--- src/rtl/hsm_step_sequencer_if.sv ---
// Purpose : bundles the sequencer's control inputs and status outputs into one port.
// Latency : none; pure signal grouping.
// Backpressure: none; host acknowledges status through ifc_read.
// Ports   : start/cond/timeout_cycles/ifc_read flow into the sequencer (slave side);
//           out/step_idx/busy/done/err/err_step flow back to the host (master side).
interface hsm_step_sequencer_if #(
    parameter int NSTEPS = 4,
    parameter int TO_W   = 16
);
    localparam int STEP_W = $clog2(NSTEPS);

    logic              start;
    logic [NSTEPS-1:0] cond;
    logic [TO_W-1:0]   timeout_cycles;
    logic              ifc_read;
    logic [NSTEPS-1:0] out;
    logic [STEP_W-1:0] step_idx;
    logic              busy;
    logic              done;
    logic              err;
    logic [STEP_W-1:0] err_step;

    modport master (
        output start, cond, timeout_cycles, ifc_read,
        input  out, step_idx, busy, done, err, err_step
    );

    modport slave (
        input  start, cond, timeout_cycles, ifc_read,
        output out, step_idx, busy, done, err, err_step
    );
endinterface

--- src/rtl/hsm_step_sequencer.sv ---
// Purpose : N-step handshake sequencer; each step waits on its own cond bit, with a
//           per-step timeout leading to ERR and a DONE/ERR status acknowledged by ifc_read.
// Latency : one cycle per step minimum; all outputs registered (reflect state after the edge).
// Backpressure: none; DONE/ERR hold until ifc_read, start is ignored outside IDLE.
// Ports   : clk, reset (sync, active-high), bus (slave modport of hsm_step_sequencer_if).
module hsm_step_sequencer #(
    parameter int NSTEPS     = 4,
    parameter int TO_W       = 16,
    parameter int AUTO_START = 0
) (
    input  logic                 clk,
    input  logic                 reset,
    hsm_step_sequencer_if.slave  bus
);
    localparam int STEP_W = $clog2(NSTEPS);
    localparam logic [STEP_W-1:0] LAST_STEP = STEP_W'(NSTEPS - 1);
    localparam logic [STEP_W-1:0] STEP_ONE  = STEP_W'(1);
    localparam logic [TO_W-1:0]   TMR_ONE   = TO_W'(1);
    localparam logic [TO_W-1:0]   TMR_MAX   = '1;

    typedef enum logic [1:0] {
        S_IDLE = 2'd0,
        S_STEP = 2'd1,
        S_DONE = 2'd2,
        S_ERR  = 2'd3
    } state_t;

    state_t              state_q, state_d;
    logic [STEP_W-1:0]   step_q, step_d;
    logic [TO_W-1:0]     tmr_q, tmr_d;
    logic [STEP_W-1:0]   err_step_q, err_step_d;

    logic [NSTEPS-1:0]   out_q, out_d;
    logic [STEP_W-1:0]   step_idx_q, step_idx_d;
    logic                busy_q, busy_d;
    logic                done_q, done_d;
    logic                err_q, err_d;

    logic                timed_out;

    // Equality compare only: lowering the limit below the running count never
    // fires until the counter happens to match again (it saturates, so it may never).
    assign timed_out = (bus.timeout_cycles != '0) &&
                       (tmr_q == (bus.timeout_cycles - TMR_ONE));

    always_comb begin
        state_d    = state_q;
        step_d     = step_q;
        tmr_d      = tmr_q;
        err_step_d = err_step_q;

        case (state_q)
            S_IDLE: begin
                if ((AUTO_START != 0) || bus.start) begin
                    state_d    = S_STEP;
                    step_d     = '0;
                    tmr_d      = '0;
                    err_step_d = '0;
                end
            end
            S_STEP: begin
                // cond takes priority over a coincident timeout.
                if (bus.cond[step_q]) begin
                    tmr_d = '0;
                    if (step_q == LAST_STEP) begin
                        state_d = S_DONE;
                        step_d  = '0;
                    end else begin
                        step_d = step_q + STEP_ONE;
                    end
                end else if (timed_out) begin
                    state_d    = S_ERR;
                    err_step_d = step_q;
                    step_d     = '0;
                    tmr_d      = '0;
                end else if (tmr_q != TMR_MAX) begin
                    tmr_d = tmr_q + TMR_ONE;
                end
            end
            S_DONE, S_ERR: begin
                if (bus.ifc_read) begin
                    state_d = S_IDLE;
                end
            end
            default: begin
                state_d = S_IDLE;
            end
        endcase

        // Outputs are decoded from the next state so they can be registered
        // alongside it and stay aligned with the state they describe.
        out_d      = '0;
        step_idx_d = '0;
        if (state_d == S_STEP) begin
            out_d[step_d] = 1'b1;
            step_idx_d    = step_d;
        end
        busy_d = (state_d == S_STEP);
        done_d = (state_d == S_DONE);
        err_d  = (state_d == S_ERR);
    end

    always_ff @(posedge clk) begin
        if (reset) begin
            state_q    <= S_IDLE;
            step_q     <= '0;
            tmr_q      <= '0;
            err_step_q <= '0;
            out_q      <= '0;
            step_idx_q <= '0;
            busy_q     <= 1'b0;
            done_q     <= 1'b0;
            err_q      <= 1'b0;
        end else begin
            state_q    <= state_d;
            step_q     <= step_d;
            tmr_q      <= tmr_d;
            err_step_q <= err_step_d;
            out_q      <= out_d;
            step_idx_q <= step_idx_d;
            busy_q     <= busy_d;
            done_q     <= done_d;
            err_q      <= err_d;
        end
    end

    assign bus.out      = out_q;
    assign bus.step_idx = step_idx_q;
    assign bus.busy     = busy_q;
    assign bus.done     = done_q;
    assign bus.err      = err_q;
    assign bus.err_step = err_step_q;
endmodule

--- src/flat_wrapper.sv ---
// flat-port wrapper written by rule: the top's interface ports become plain ports
module hsm_step_sequencer_flat 
#(
    parameter int NSTEPS     = 4,
    parameter int TO_W       = 16,
    parameter int AUTO_START = 0
)
  (clk, reset, bus_start, bus_cond, bus_timeout_cycles, bus_ifc_read, bus_out, bus_step_idx, bus_busy, bus_done, bus_err, bus_err_step);
  hsm_step_sequencer_if #(.NSTEPS(NSTEPS), .TO_W(TO_W)) bus_i ();
  input  logic clk;
  input  logic reset;
  input wire logic [$bits(bus_i.start)-1:0] bus_start;
  input wire logic [$bits(bus_i.cond)-1:0] bus_cond;
  input wire logic [$bits(bus_i.timeout_cycles)-1:0] bus_timeout_cycles;
  input wire logic [$bits(bus_i.ifc_read)-1:0] bus_ifc_read;
  output wire logic [$bits(bus_i.out)-1:0] bus_out;
  output wire logic [$bits(bus_i.step_idx)-1:0] bus_step_idx;
  output wire logic [$bits(bus_i.busy)-1:0] bus_busy;
  output wire logic [$bits(bus_i.done)-1:0] bus_done;
  output wire logic [$bits(bus_i.err)-1:0] bus_err;
  output wire logic [$bits(bus_i.err_step)-1:0] bus_err_step;
  assign bus_i.start = bus_start;
  assign bus_i.cond = bus_cond;
  assign bus_i.timeout_cycles = bus_timeout_cycles;
  assign bus_i.ifc_read = bus_ifc_read;
  assign bus_out = bus_i.out;
  assign bus_step_idx = bus_i.step_idx;
  assign bus_busy = bus_i.busy;
  assign bus_done = bus_i.done;
  assign bus_err = bus_i.err;
  assign bus_err_step = bus_i.err_step;
  hsm_step_sequencer #(.NSTEPS(NSTEPS), .TO_W(TO_W), .AUTO_START(AUTO_START)) u_core (.clk(clk), .reset(reset), .bus(bus_i));
endmodule
--- config.mk ---
export PLATFORM = sky130hd
export DESIGN_NAME = hsm_step_sequencer_flat
export DESIGN_NICKNAME = d
export VERILOG_FILES = /design/src/rtl/hsm_step_sequencer_if.sv /design/src/rtl/hsm_step_sequencer.sv /design/src/flat_wrapper.sv
export SDC_FILE = /design/constraint.sdc
export NUM_CORES = 1
export LEC_CHECK = 0
export BUFFER_PORTS_ARGS = -buffer_cell sky130_fd_sc_hd__buf_2
export CAP_MARGIN = 20
export CORE_MARGIN = 5
export CORE_UTILIZATION = 50
export DETAILED_ROUTE_END_ITERATION = 10
export PLACE_DENSITY = 0.72
export RECOVER_POWER = 100
export REMOVE_ABC_BUFFERS = 1
export SYNTH_ARGS = -nofsm -noshare
export SYNTH_HDL_FRONTEND = slang
export SYNTH_SLANG_ARGS = --single-unit
--- constraint.sdc ---
create_clock -name clk -period 4.75 [get_ports clk]
set_input_delay 0.475 -clock clk [delete_from_list [all_inputs] [get_ports clk]]
set_output_delay 0.475 -clock clk [all_outputs]
set_load 0.05 [all_outputs]
==> impl_metrics.env <==
export IMPL_async_reset_ff_share_pct=0
export IMPL_crit_arrival_ns=3.63
export IMPL_nFillCells=382
export IMPL_hpwl_um=3664
export IMPL_post_route_drc_count=0
export IMPL_clock_skew_ns=0.005283
export IMPL_synthCells=262
export IMPL_cap_violations=0
export IMPL_slowest_delay_ns=0.78
export IMPL_fin_area_um2=2385
export IMPL_first_iter_violations=74
export IMPL_area_growth_pct=13.39
export IMPL_grt_usage_pct=19.13
export IMPL_cts_root_buffer="clkbuf_8"
export IMPL_multi_input_area_um2=1406
export IMPL_yosysTopAreaCell="dfxtp_1"
export IMPL_dr_pass1_iters=4
export IMPL_ir_worst_vdd_mv=0.2191
export IMPL_leakage_nw=0.8804
export IMPL_p_per_area_nw_per_um2=264.6
export IMPL_cts_made_buffers=5
export IMPL_cpMaxStageDelayCell="nor3b_1"
export IMPL_seqCellArea_um2=620.6
export IMPL_grt_pass1_vias=1912
export IMPL_ys_types=51
export IMPL_place_area_um2=2293
export IMPL_synthesis_area_um2=2103
export IMPL_grt_overflow_total=0
export IMPL_setup_violations=0
export IMPL_synth_most_common_cell="dfxtp_1"
export IMPL_post_cts_buffers=0
export IMPL_fp_dieW_um=74.86
export IMPL_antenna_found_initial=0
export IMPL_port_buffers=34
export IMPL_fp_row_count=23
export IMPL_ys_top_cells_by_count="31 x dfxtp_1, 26 x nor2_1, 18 x nand2_1, 14 x nand4_1, 14 x xnor2_1"
export IMPL_fin_crit_ns=3.452
export IMPL_initial_core_util_pct=52.20
export IMPL_postCtsResizedCells=0
export IMPL_nets=319
export IMPL_grt_max_degree=18
export IMPL_path_cells="clkbuf_1 -> inv_1 -> ha_1 -> nor3b_1 -> and3_1 -> o31ai_1 -> a211oi_1 -> nand4_4 -> and2_0 -> o22ai_1 -> and3b_1"
export IMPL_clkSinkCount=31
export IMPL_synth_edf_count=0
export IMPL_worstPathMaxFanout=11
export IMPL_final_max_slew_violation_count=0
export IMPL_die_y_um=74.86
export IMPL_antenna_cells=0
export IMPL_core_area_um2=4029
export IMPL_end_kind="flop"
export IMPL_status="completed"
export IMPL_required_ns=4.93
export IMPL_clk_pin_slew_ns=0.07
export IMPL_cts_hold_buf=0
export IMPL_io_pins=35
export IMPL_grt_pass1_wl_um=8376
export IMPL_synth_top_area_share_pct=29.51
export IMPL_vias=2066
export IMPL_cts_max_level=2
export IMPL_finalHoldViolCount=0
export IMPL_die_area_um2=5603
export IMPL_slew_limit_headroom_pct=36.22
export IMPL_rsz0062_at_grt="false"
export IMPL_fmax_mhz=289.7
export IMPL_cts_tree="done"
export IMPL_ant_nets=0
export IMPL_seq_area_frac_synth_pct=29.51
export IMPL_ys_ff_latch=31
export IMPL_layout_drive_gt1_share_pct=14.68
export IMPL_yosys_top_cells_area="dfxtp_1 30%, xnor2_1 5.8%, nor2_1 4.6%, nand4_1 4.2%, xor2_1 3.7%"
export IMPL_yosysWarnings=0
export IMPL_gp_congestion=0.8986
export IMPL_setup_tns_ns=0
export IMPL_start_kind="input port"
export IMPL_tightest_slew_ns=0.9546
export IMPL_vias_per_cell=6.023
export IMPL_wl_per_cell_um=14.31
export IMPL_synth_ff_type="dfxtp_1"
export IMPL_clkLatencyLatePin_ns=0.28
export IMPL_min_path_type="reg -> reg"
export IMPL_crit_type="in -> reg"
export IMPL_wl_um=4910
export IMPL_clockBufferDepth=2
export IMPL_period_share_pct=72.67
export IMPL_post_route_util_pct=59.19
export IMPL_avgSynthCellArea_um2=8.028
cells in the final DEF (no fill, tap or decap), types with 10 or more instances in the layout:
master    count
buf_2        22
nand3_1      13
a21oi_1      10
dfxtp_1      31
nor3_1       11
clkbuf_1     12
nand4_1      14
nor2_1       26
xnor2_1      14
nand2_1      18
cells by family (layout without fill, tap and decap cells):
group | Yosys count | count (layout) | share of synthesized area, %
AO/OA/AOI/OAI | 49 | 49 | 15.76
XOR/XNOR | 23 | 23 | 9.578
adder cells (fa/ha/maj) | 3 | 3 | 1.785
buffers and inverters | 17 | 48 | 3.093
flip-flops | 31 | 31 | 29.51
multiplexers | 4 | 4 | 2.558
AND/OR/NAND/NOR | 135 | 135 | 37.72
worst max-delay path, delay by kind of cell:
family / cells / cell delay (ns)
and+or+nand+nor: 5 / 1.87
AOI/OAI and AO/OA: 3 / 0.89
buffers and inverters: 2 / 0.22
adders and majority gates: 1 / 0.17
worst paths after layout:
kind | startpoint | endpoint | slack, ns | cells after the start
hold reg to reg | u_core.bus.err_step[1] | u_core.bus.err_step[1] | 0.51 | 2
hold / removal | u_core.bus.err_step[1] | u_core.bus.err_step[1] | 0.51 | 2
setup reg to reg | u_core.tmr_q[7] | u_core.bus.out[0] | 2.11 | 8
setup / recovery | bus_timeout_cycles[0] | u_core.bus.out[1] | 1.30 | 11
sequential cells by signal (all words and copies together) (netlist names):
register and count:
u_core.bus.err_step 2, u_core.step_q 2, u_core.bus.done 1, u_core.tmr_q 16, u_core.bus.err 1, u_core.bus.step_idx 2
u_core.state_q 2, u_core.bus.busy 1, u_core.bus.out 4
per-layer routing:
metal / GRT usage, % / vias to the layer above / wire length [µm]
met1: 23.10 / 966 / 2178
met2: 32.50 / 67 / 2334
met4: 8.103 / 0 / 73
li1: - / 1028 / -
met5: 0 / - / 0
met3: 4.406 / 5 / 323
layout make-up:
type | count | share of cell area [%]
sequential | 31 | 26.02
tap | 50 | 2.623
inverter | 6 | 0.9444
timing repair buffer | 34 | 6.506
clock buffer | 6 | 3.463
multi-input combinational | 214 | 58.97
clock inverter | 2 | 1.469
report_power, final:
group / leakage, nW / internal, W / switching (W)
Clock: 0.0612 / 0.000169 / 0.0000962
Combinational: 0.568 / 0.0000343 / 0.0000605
Sequential: 0.251 / 0.000265 / 0.00000518
Total: 0.880 / 0.000469 / 0.000162
metrics by stage:
step                      worst slack (ns)  hold WS [ns]  instances  total power (W)
after global placement               1.682        0.4944        335        0.0003712
after global routing                0.8790        0.5366        343        0.0006634
after CTS                            1.898        0.5082        343        0.0006406
after floorplan                      2.016        0.4729        251        0.0003381
after detailed placement             1.582        0.4989        335        0.0003719
final                                1.298        0.5149        343        0.0006310
Note: power is estimated with default switching activity, not from simulation.
